### src/rtl/uart_pkg.sv
// Shared definitions for the UART transmit-side blocks: data width,
// arbiter FSM state encoding and default timing parameters.
package uart_pkg;

   localparam int DATA_SIZE         = 8;
   localparam int CNT_W             = 16;
   localparam int DEF_STOP_TICKS    = 1;
   localparam int DEF_TIMEOUT_TICKS = 15;

   // 3-bit arbiter state encoding.
   typedef enum logic [2:0] {
      ST_ARB       = 3'd0,
      ST_LAUNCH    = 3'd1,
      ST_WAIT_BUSY = 3'd2,
      ST_WAIT_DONE = 3'd3,
      ST_ACK       = 3'd4,
      ST_GAP       = 3'd5,
      ST_RECOVER   = 3'd6
   } arb_state_t;

endpackage

### src/rtl/uart_tx_arbiter_if.sv
// Bundle of producer-side and uart_tx-side signals around the arbiter.
// The arbiter uses the slave view; the environment (producers plus the
// uart_tx hookup) uses the master view.
interface uart_tx_arbiter_if
   import uart_pkg::*;
#(
   parameter int N_REQ = 4
);
   localparam int GID_W = $clog2(N_REQ);

   logic [N_REQ-1:0]           req;
   logic [DATA_SIZE*N_REQ-1:0] req_data;
   logic [N_REQ-1:0]           ack;
   logic [DATA_SIZE-1:0]       uart_data;
   logic                       uart_start;
   logic                       uart_done;
   logic                       uart_reset;
   logic                       busy;
   logic [GID_W-1:0]           grant_id;
   logic                       err_timeout;

   modport slave (
      input  req, req_data, uart_done,
      output ack, uart_data, uart_start, uart_reset, busy, grant_id, err_timeout
   );

   modport master (
      output req, req_data, uart_done,
      input  ack, uart_data, uart_start, uart_reset, busy, grant_id, err_timeout
   );

endinterface

### src/rtl/uart_tx_arbiter_rr_pick.sv
// Combinational round-robin picker: the first set request bit scanning
// upward from the slot after i_last, wrapping modulo N. The slot i_last
// itself has the lowest priority, which is what gives fairness.
module rr_pick #(
   parameter int N = 4,
   parameter int W = $clog2(N)
) (
   input  logic [N-1:0] i_req,
   input  logic [W-1:0] i_last,
   output logic [W-1:0] o_idx,
   output logic         o_valid
);

   logic [W-1:0] w_idx;
   logic [W-1:0] w_cand;

   // Walk from the farthest candidate to the nearest so the nearest set bit wins.
   always_comb begin
      w_idx  = i_last;
      w_cand = i_last;
      for (int k = N; k >= 1; k--) begin
         w_cand = W'((int'(i_last) + k) % N);
         w_idx  = i_req[w_cand] ? w_cand : w_idx;
      end
   end

   assign o_idx   = w_idx;
   assign o_valid = |i_req;

endmodule

### src/rtl/uart_tx_arbiter.sv
// Round-robin scheduler sharing one uart_tx among N_REQ byte producers.
// Latches the winner's byte, pulses uart_start, follows uart_tx's tx_done
// through accept (low) and completion (high), acknowledges the requester
// and enforces an idle gap. A watchdog resets a stuck transmitter and
// drops the byte, flagging a sticky error.
module uart_tx_arbiter
   import uart_pkg::*;
#(
   parameter int N_REQ         = 4,
   parameter int STOP_TICKS    = DEF_STOP_TICKS,
   parameter int TIMEOUT_TICKS = DEF_TIMEOUT_TICKS
) (
   input  logic               s_tick,
   input  logic               reset,
   uart_tx_arbiter_if.slave   bus
);

   localparam int GID_W = $clog2(N_REQ);
   localparam logic [CNT_W-1:0] WDOG_LAST = CNT_W'(TIMEOUT_TICKS - 32'sd1);
   localparam logic [CNT_W-1:0] GAP_LAST  = CNT_W'(STOP_TICKS - 32'sd1);

   arb_state_t           r_state;
   logic [N_REQ-1:0]     r_ack;
   logic [DATA_SIZE-1:0] r_uart_data;
   logic                 r_uart_start;
   logic                 r_uart_reset;
   logic                 r_busy;
   logic [GID_W-1:0]     r_grant_id;
   logic                 r_err_timeout;
   logic [CNT_W-1:0]     r_wdog;
   logic [CNT_W-1:0]     r_gap;

   logic [GID_W-1:0]     w_win_id;
   logic                 w_win_valid;
   logic [DATA_SIZE-1:0] w_win_data;
   logic [N_REQ-1:0]     w_grant_onehot;
   logic                 w_wdog_last;
   logic                 w_gap_last;

   rr_pick #(
      .N (N_REQ),
      .W (GID_W)
   ) u_rr_pick (
      .i_req   (bus.req),
      .i_last  (r_grant_id),
      .o_idx   (w_win_id),
      .o_valid (w_win_valid)
   );

   assign w_win_data     = bus.req_data[DATA_SIZE*int'(w_win_id) +: DATA_SIZE];
   assign w_grant_onehot = {{(N_REQ-1){1'b0}}, 1'b1} << r_grant_id;
   assign w_wdog_last    = (r_wdog >= WDOG_LAST);
   assign w_gap_last     = (r_gap >= GAP_LAST);

   // Arbiter FSM: every output is a register updated on the transition into its state.
   always_ff @(posedge s_tick or negedge reset) begin
      if (!reset) begin
         r_state       <= ST_ARB;
         r_ack         <= '0;
         r_uart_data   <= '0;
         r_uart_start  <= 1'b0;
         r_uart_reset  <= 1'b0;
         r_busy        <= 1'b0;
         r_grant_id    <= GID_W'(N_REQ - 32'sd1);
         r_err_timeout <= 1'b0;
         r_wdog        <= '0;
         r_gap         <= '0;
      end else begin
         case (r_state)
            ST_ARB: begin
               if (w_win_valid) begin
                  r_grant_id   <= w_win_id;
                  r_uart_data  <= w_win_data;
                  r_uart_start <= 1'b1;
                  r_busy       <= 1'b1;
                  r_state      <= ST_LAUNCH;
               end else begin
                  r_state      <= ST_ARB;
               end
            end

            ST_LAUNCH: begin
               r_uart_start <= 1'b0;
               r_wdog       <= '0;
               r_state      <= ST_WAIT_BUSY;
            end

            // tx_done falling is uart_tx's confirmation that it took the frame.
            ST_WAIT_BUSY: begin
               if (!bus.uart_done) begin
                  r_wdog  <= r_wdog + CNT_W'(1);
                  r_state <= ST_WAIT_DONE;
               end else if (w_wdog_last) begin
                  r_ack         <= w_grant_onehot;
                  r_uart_reset  <= 1'b1;
                  r_err_timeout <= 1'b1;
                  r_state       <= ST_RECOVER;
               end else begin
                  r_wdog  <= r_wdog + CNT_W'(1);
               end
            end

            // Normal completion takes priority over a watchdog expiring on the same tick.
            ST_WAIT_DONE: begin
               if (bus.uart_done) begin
                  r_ack   <= w_grant_onehot;
                  r_state <= ST_ACK;
               end else if (w_wdog_last) begin
                  r_ack         <= w_grant_onehot;
                  r_uart_reset  <= 1'b1;
                  r_err_timeout <= 1'b1;
                  r_state       <= ST_RECOVER;
               end else begin
                  r_wdog  <= r_wdog + CNT_W'(1);
               end
            end

            // ACK and RECOVER both last one tick and then enter the idle gap.
            ST_ACK, ST_RECOVER: begin
               r_ack        <= '0;
               r_uart_reset <= 1'b0;
               r_gap        <= '0;
               if (STOP_TICKS == 0) begin
                  r_busy  <= 1'b0;
                  r_state <= ST_ARB;
               end else begin
                  r_state <= ST_GAP;
               end
            end

            ST_GAP: begin
               if (w_gap_last) begin
                  r_busy  <= 1'b0;
                  r_state <= ST_ARB;
               end else begin
                  r_gap   <= r_gap + CNT_W'(1);
               end
            end

            default: begin
               r_ack        <= '0;
               r_uart_start <= 1'b0;
               r_uart_reset <= 1'b0;
               r_busy       <= 1'b0;
               r_state      <= ST_ARB;
            end
         endcase
      end
   end

   assign bus.ack         = r_ack;
   assign bus.uart_data   = r_uart_data;
   assign bus.uart_start  = r_uart_start;
   assign bus.uart_reset  = r_uart_reset;
   assign bus.busy        = r_busy;
   assign bus.grant_id    = r_grant_id;
   assign bus.err_timeout = r_err_timeout;

endmodule

### src/flat_wrapper.sv
// flat-port wrapper written by rule: the top's interface ports become plain ports
module uart_tx_arbiter_flat import uart_pkg::*;
#(
   parameter int N_REQ         = 4,
   parameter int STOP_TICKS    = DEF_STOP_TICKS,
   parameter int TIMEOUT_TICKS = DEF_TIMEOUT_TICKS
)
  (s_tick, reset, bus_req, bus_req_data, bus_uart_done, bus_ack, bus_uart_data, bus_uart_start, bus_uart_reset, bus_busy, bus_grant_id, bus_err_timeout);
  uart_tx_arbiter_if #(.N_REQ(N_REQ)) bus_i ();
  input  logic s_tick;
  input  logic reset;
  input wire logic [$bits(bus_i.req)-1:0] bus_req;
  input wire logic [$bits(bus_i.req_data)-1:0] bus_req_data;
  input wire logic [$bits(bus_i.uart_done)-1:0] bus_uart_done;
  output wire logic [$bits(bus_i.ack)-1:0] bus_ack;
  output wire logic [$bits(bus_i.uart_data)-1:0] bus_uart_data;
  output wire logic [$bits(bus_i.uart_start)-1:0] bus_uart_start;
  output wire logic [$bits(bus_i.uart_reset)-1:0] bus_uart_reset;
  output wire logic [$bits(bus_i.busy)-1:0] bus_busy;
  output wire logic [$bits(bus_i.grant_id)-1:0] bus_grant_id;
  output wire logic [$bits(bus_i.err_timeout)-1:0] bus_err_timeout;
  assign bus_i.req = bus_req;
  assign bus_i.req_data = bus_req_data;
  assign bus_i.uart_done = bus_uart_done;
  assign bus_ack = bus_i.ack;
  assign bus_uart_data = bus_i.uart_data;
  assign bus_uart_start = bus_i.uart_start;
  assign bus_uart_reset = bus_i.uart_reset;
  assign bus_busy = bus_i.busy;
  assign bus_grant_id = bus_i.grant_id;
  assign bus_err_timeout = bus_i.err_timeout;
  uart_tx_arbiter #(.N_REQ(N_REQ), .STOP_TICKS(STOP_TICKS), .TIMEOUT_TICKS(TIMEOUT_TICKS)) u_core (.s_tick(s_tick), .reset(reset), .bus(bus_i));
endmodule
### config.mk
export PLATFORM = sky130hd
export DESIGN_NAME = uart_tx_arbiter_flat
export DESIGN_NICKNAME = d
export VERILOG_FILES = /design/src/rtl/uart_pkg.sv /design/src/rtl/uart_tx_arbiter_if.sv /design/src/rtl/uart_tx_arbiter_rr_pick.sv /design/src/rtl/uart_tx_arbiter.sv /design/src/flat_wrapper.sv
export SDC_FILE = /design/constraint.sdc
export NUM_CORES = 1
export LEC_CHECK = 0
export CAP_MARGIN = 30
export CORE_MARGIN = 5
export CORE_UTILIZATION = 44
export DETAILED_ROUTE_END_ITERATION = 6
export PLACE_DENSITY = 0.77
export SLEW_MARGIN = 10
export SYNTH_ARGS = -nofsm -noshare
export SYNTH_HDL_FRONTEND = slang
export SYNTH_HIERARCHICAL = 1
export SYNTH_SLANG_ARGS = --single-unit
### constraint.sdc
create_clock -name s_tick -period 2.1 [get_ports s_tick]
set_input_delay 0.21 -clock s_tick [delete_from_list [all_inputs] [get_ports s_tick]]
set_output_delay 0.21 -clock s_tick [all_outputs]
set_load 0.03 [all_outputs]
== Word level (Yosys, flattened, before mapping) ==
Cells that the tools add are included.
Word-level totals
  register bits: 53
  bits of input ports: 39
  output and inout port bits: 18
Operators by class
  $add $sub $neg: 6
  $lt $le $gt $ge: 6
  equal/unequal tests: 11
  shifts and indexed selects: 2
  mux-type cells: 40
  bitwise operators: 3
  reduce and logical (&&, ||, !) cells: 17
Operator list (number)
  2-to-1 mux 16 bit: 4
  one-hot mux 16 bit (3 select lines): 1
  adder 16 x 1 -> 16 bit, second input constant: 2
  one-hot mux 16 bit (2 select lines): 1
  variable part select 32 x 6 -> 8 bit: 1
  one-hot mux 3 bit (6 select lines): 1
  greater-or-equal comparator 16 x 1 -> 1 bit, second input constant: 1
  greater-or-equal comparator 16 x 4 -> 1 bit, second input constant: 1
  2-to-1 mux 1 bit: 13
  < comparator 2 x 3 -> 1 bit, second input constant: 4
  2-to-1 mux 3 bit: 4
  2-to-1 mux 4 bit: 3
  one-hot mux 4 bit (3 select lines): 1
  AND reduction 2 bit: 5
  OR reduction 5 bit: 2
  == test 3 bit, second input constant: 3
  AND reduction 3 bit: 3
  binary-select mux 1 bit (select 2 bit): 4
  2-to-1 mux 2 bit: 4
  != test 2 bit, second input constant: 4
  == test 3 x 2 -> 1 bit, second input constant: 2
  one-hot mux 1 bit (3 select lines): 2
  adder 2 x 1 -> 2 bit, second input constant: 2
  adder 2 bit, second input constant: 2
  11 further kinds: 15

== Longest topological paths before layout ==
Gate-level depths: netlist of the first run.
  depth in word-level cells: 8
  depth in mapped cells: 8
  mapped depth without buffers: 7

== Modules after synthesis ==
The synthesis of the first run kept the hierarchy.
Modules (own cells, without submodules)
  uart_tx_arbiter: times used 1, cells each 192, area each 2033.2 sq um, seq. area each 928.4 sq um
  rr_pick: times used 1, cells each 14, area each 82.6 sq um, seq. area each 0.0 sq um

== Worst setup path before layout of the first run ==
No wires, ideal clock.
  path kind: reg2reg
  start point: reg u_core.r_grant_id[0], in the netlist u_core/bus.grant_id[0]
  end point: reg u_core.r_uart_data[6], in the netlist u_core/bus.uart_data[6]
  setup time: 0.125 ns
  arrival time: 2.152 ns
  required time: 1.975 ns
  setup slack: -0.176 ns
  stages on the path, launching flop included: 7
  path buffers: 1
  period minus slack after synthesis: 2.276 ns
  cells stage by stage: dfstp_2 nor2b_4 a21o_1 a221o_1 clkbuf_1 mux4_2 mux2_2
Between the ends
  longest elaborated chain between the ends: 8
  elaborated cells on any way between the ends: 17
  those cells by class: add/sub (4); shift (1); mux (12)
RTL lines
  from (decl): line uart_tx_arbiter.sv:28  | logic [GID_W-1:0] r_grant_id;
  from (signal assigned): line uart_tx_arbiter.sv:64  | r_grant_id <= GID_W'(N_REQ - 32'sd1);
  from (signal assigned): line uart_tx_arbiter.sv:72  | r_grant_id <= w_win_id;
  adder 2 x 1 -> 2 bit: line uart_tx_arbiter_rr_pick.sv:22  | w_cand = W'((int'(i_last) + k) % N);
  binary-select mux 1 bit (select 2 bit): line uart_tx_arbiter_rr_pick.sv:23  | w_idx = i_req[w_cand] ? w_cand : w_idx;
  2-to-1 mux 1 bit (implied by the code): line uart_tx_arbiter_rr_pick.sv:23
  2-to-1 mux 2 bit (3 in a row): line uart_tx_arbiter_rr_pick.sv:23
  2-to-1 mux 2 bit (*): line uart_tx_arbiter_rr_pick.sv:23
  via u_core.w_win_id[0]: line uart_tx_arbiter.sv:33  | logic [GID_W-1:0] w_win_id;
  variable part select 32 x 6 -> 8 bit (*): line uart_tx_arbiter.sv:50  | assign w_win_data = bus.req_data[DATA_SIZE*int'(w_win_id) +: DATA_SIZE];
  to (signal assigned): line uart_tx_arbiter.sv:73  | r_uart_data <= w_win_data;
  to (decl): line uart_tx_arbiter.sv:24  | logic [DATA_SIZE-1:0] r_uart_data;
Mark *: on every way through the listed nets, which the timed path passes. The rest lies on a longest branch. The select of a mux whose other input is x is not followed.
A chain may end at the register's enable or synchronous reset.

== Worst setup path in the final report of the first run ==
  start point: reg u_core.r_grant_id[0], in the netlist u_core/bus.grant_id[0]
  end point: reg u_core.r_uart_data[2], in the netlist u_core/bus.uart_data[2]
The elaborated chain is that of the path after synthesis.

==> results of run 1 <==
[sequential cells by signal, summed over array words and instances (netlist names)]
signal and flops:
u_core/r_wdog 16, u_core/bus.uart_data 8, u_core/bus.ack 4, u_core/r_state 3, u_core/bus.grant_id 2, u_core/bus.busy 1, u_core/bus.err_timeout 1, u_core/bus.uart_reset 1
u_core/bus.uart_start 1
[kinds of logic after synthesis]
logic type	after synthesis	synth area share (%)
XOR/XNOR	2	0.8281
multiplexers	20	14.73
flip-flops	37	43.88
AND/OR/NAND/NOR	68	16.68
buffers and inverters	20	3.607
AO/OA/AOI/OAI	57	19.10
adder cells (fa/ha/maj)	2	1.183
[area by class of cell]
class | count | area [sq um] | area share (%)
Clock buffer | 7 | 96.34 | 3.238
Clock inverter | 1 | 5.005 | 0.1682
Inverter | 9 | 33.78 | 1.135
Multi-Input combinational cell | 149 | 1141 | 38.35
Sequential cell | 37 | 928.4 | 31.20
Tap cell | 54 | 67.56 | 2.271
Timing Repair Buffer | 74 | 703.2 | 23.63
[cells in the final DEF, fill, tap and decap left out, types with 2 or more instances in the layout]
cell type                         instances
sky130_fd_sc_hd__clkdlybuf4s50_1         55
sky130_fd_sc_hd__dfrtp_1                 35
sky130_fd_sc_hd__nand2_1                 20
sky130_fd_sc_hd__buf_4                   17
sky130_fd_sc_hd__nor2_1                  10
sky130_fd_sc_hd__inv_1                    9
sky130_fd_sc_hd__mux4_2                   8
sky130_fd_sc_hd__clkbuf_8                 7
sky130_fd_sc_hd__a21oi_1                  7
sky130_fd_sc_hd__nand3_1                  7
sky130_fd_sc_hd__nand4_1                  6
sky130_fd_sc_hd__o21ai_0                  6
sky130_fd_sc_hd__mux2_4                   6
sky130_fd_sc_hd__a31oi_1                  4
sky130_fd_sc_hd__nor4_1                   4
sky130_fd_sc_hd__o211ai_1                 4
sky130_fd_sc_hd__o22ai_1                  4
sky130_fd_sc_hd__nor3_1                   4
sky130_fd_sc_hd__o21ai_1                  4
sky130_fd_sc_hd__o31ai_1                  4
sky130_fd_sc_hd__o21a_1                   3
sky130_fd_sc_hd__and4_1                   3
sky130_fd_sc_hd__mux2i_1                  3
sky130_fd_sc_hd__nand2b_1                 3
sky130_fd_sc_hd__mux2_2                   3
sky130_fd_sc_hd__and2_1                   2
sky130_fd_sc_hd__and3_1                   2
sky130_fd_sc_hd__a41o_1                   2
sky130_fd_sc_hd__nor2b_1                  2
sky130_fd_sc_hd__o311ai_1                 2
sky130_fd_sc_hd__a32o_1                   2
sky130_fd_sc_hd__a22o_1                   2
sky130_fd_sc_hd__ha_1                     2
sky130_fd_sc_hd__dfstp_2                  2
[through the flow]
stage / std cells / setup slack, ns
2_1_floorplan: 206 / -0.02631
3_3_place_gp: 323 / -0.1291
3_5_place_dp: 323 / -0.1643
4_1_cts: 331 / 0.03451
5_1_grt: 331 / -0.02473
6_report: 331 / 0.02855
[routing by layer]
layer,wire (microns),up-vias,share of wire (%)
met3,514,9,9.8
met2,2455,69,47
met4,71,0,1.3
met5,0,-,0
li1,-,924,-
met1,2225,925,42
[final timing paths]
path	cells past startpoint	from	end
max	6	u_core/bus.grant_id[0]	u_core/bus.uart_data[2]
min	1	reset	u_core/r_wdog[0]
max reg2reg	6	u_core/bus.grant_id[0]	u_core/bus.uart_data[2]
min reg2reg	1	u_core/bus.err_timeout	u_core/bus.err_timeout
max in group asynchronous	1	reset	u_core/bus.ack[1]
min in group s_tick	1	u_core/bus.err_timeout	u_core/bus.err_timeout
[timing repair]
item                       4_1_cts  5_1_grt
resized for setup                0       11
buffers inserted                 0        0
setup endpoints to repair        0       11
[where the power goes]
group | total [mW] | switching, mW | internal [mW] | leakage, nW
registers | 1.17 | 0.209 | 0.959 | 0.468
clock network | 0.543 | 0.246 | 0.297 | 0.0542
logic | 2.27 | 1.18 | 1.09 | 0.743
total | 3.98 | 1.64 | 2.34 | 1.27
[critical path: cells and delay by family (launching register included)]
kind	cells	cell delay [ns]
muxes	2	0.69
and+or+nand+nor	1	0.05
DFF	1	0.57
buffers and inverters	1	0.16
AOI/OAI and AO/OA	2	0.49
==> flow_results.org, run 1 <==
** Worst setup path
- Sort of element at the end of the critical path :: register
- At the worst endpoint, the required time is 2.27 ns.
- The setup check on the worst reg-to-reg path leaves a slack of 0.03 ns.
- In this design, the stage delay of the slowest critical-path cell is 0.57 ns.
- Launching element type of the critical path :: register
- Maximum net fanout on the critical path :: 9
- Worst-path cell chain :: nor2b_4 > a21o_1 > a221o_1 > buf_12 > mux4_2 > mux2_4
- Critical path class :: reg -> reg
- Slowest stage cell on the critical path :: sky130_fd_sc_hd__dfstp_2
- CP arrival :: 2.24 ns

** Layout
- Relative to the synthesized area, the layout overhead comes to 40.63%.
- In the final design database the tool counted 317 nets.
- The finished cells cover 2975 sq um.
- Fill cells in the final layout number 399.
- Fraction of layout instances using a drive strength above 1 :: 19.49%
- Antenna Diode Count :: 0
- Core utilization of the finished layout :: 63.41%

** Global routing
- Vias in the first global route :: 2036
- Global routing used 7.596% of the available met3 tracks.
- Initial antenna violation count :: 0
- For met1 alone, demand over resource in global routing was 21.28%.
- Maximum number of pins on one net before global-route repair :: 38
- Global-route wire length before repair :: 9032 microns
- Met2 Use GR :: 29.46%
- Grt total ovfl :: 0
- Total track usage :: 17.98%
- The layer flagged by global routing as most heavily used is met2.

** Synthesis
- The number of nets handed over by synthesis was 247.
- After synthesis, flip-flops and latches occupy 43.88% of the total area.
- Synthesis handed over a netlist of 206 instances.
- Count of flip-flops with a built-in enable after synthesis :: 0
- Ys Warns :: 6
- Among all flip-flop cells after synthesis, the most frequent one is sky130_fd_sc_hd__dfrtp_1.
- The cell area that synthesis handed to floorplanning was 2116 sq um.
- Number of register bits inferred by synthesis :: 37
- Of all cell types, the one taking the most synthesized area is sky130_fd_sc_hd__dfrtp_1.
- Of all flip-flops after synthesis, the portion carrying an async set or reset was 100.0%.
- Most instantiated library cell after synthesis :: sky130_fd_sc_hd__dfrtp_1
- Syn_area_per_cell :: 10.27 sq um
- In this run, distinct cell masters in the synthesized netlist total 49.
- Leading cell types by total area after synthesis :: sky130_fd_sc_hd__dfrtp_1 41%, sky130_fd_sc_hd__mux4_2 8.5%, sky130_fd_sc_hd__mux2_2 4.8%
- Share of the synthesized area in the top cell type :: 41.40%
- Sorting the synthesized cells by how often they occur yields 35 x sky130_fd_sc_hd__dfrtp_1, 20 x sky130_fd_sc_hd__nand2_1, 10 x sky130_fd_sc_hd__clkbuf_1, 10 x sky130_fd_sc_hd__nor2_1.

** Timing
- Fraction of the cycle the final worst path needs :: 98.64%
- Count of final max-slew check failures :: 0
- Setup repair after global routing could not meet its margin everywhere.
- Hold timing on the final database bottoms out at a slack of 0.01228 ns.
- Across the routed clock network, the largest skew measured is 0.009446 ns.
- Worst-margin pin slew :: 0.8338 ns
- Final number of setup-violating endpoints :: 0
- After routing, the total negative slack on setup checks comes to 0 ns.
- For the finished layout, the period the worst path requires is 2.071 ns.
- Slew Limit Headroom :: 44.41%
- FMAX :: 482.8 MHz
- Final Hold Vio Count :: 0

** Die
- Die outline height :: 79.35 microns
- Initial Util :: 45.09%
- The region available for standard cell placement spans 4692 sq um.
- Width of the chip :: 79.35 microns
- Area enclosed by the die boundary :: 6296 sq um
- Number of placement rows :: 25
- Number of primary I/O pins :: 57

** Power and ir drop
- Leakage power figure :: 1.265 nW
- Total Power :: 3.982 mW
- Dividing total power by cell area gives a power density of 1338 nW/um^2.
- Across the VDD grid, the largest voltage drop is 0.0009692 V.

** Hold path
- Type of the most critical hold path :: in -> async

** Place
- Area after detailed placement :: 2844 sq um
- Placer Congestion :: 0.8844
- Port buffer count :: 56
- After legalization and detailed placement, the total HPWL measured 3882 microns.

** CTS
- Root Driver :: sky130_fd_sc_hd__clkbuf_8
- Clock edge transition at the registers on the reported setup and hold paths :: 0.08 ns
- TritonCTS built the clock tree.
- CTS sink count :: 37
- No sink is reached through more buffers than the 2 on the longest clock path.
- H-tree depth :: 2
- In this run, CTS created clock tree buffers numbering 5.
- Clock insertion delay at the later pin of the skew report :: 0.29 ns
- CTS hold repair buffers :: 0

** Drt
- Total via count in the routed design :: 1927
- Average wire per cell in the routed design :: 15.91 microns
- Total routed wirelength :: 5266 microns
- For this block, the initial DRC count from the detailed router was 132.
- Detailed-router iteration count before antenna repair :: 5
- Count of nets left with antenna violations after detail routing :: 0
- After detailed routing, the number of vias per cell comes to 5.822.
- Residual DRC count :: 0

** Outcome
- The flow ran to the end, and the final reports show no timing, DRC or antenna violations.

** Run
- Max Cap Viol :: 0
No activity file was read; power rests on OpenSTA's default activity.
==> inputs of run 2 (changes only) <==
--- a/config.mk
+++ b/config.mk
@@ -5,7 +5,6 @@
 export SDC_FILE = /design/constraint.sdc
 export NUM_CORES = 1
 export LEC_CHECK = 0
-export CAP_MARGIN = 30
 export CORE_MARGIN = 5
 export CORE_UTILIZATION = 44
 export DETAILED_ROUTE_END_ITERATION = 6
==> results of run 2 <==
No change in the layout: final DEF, timing and power equal those of run 1.
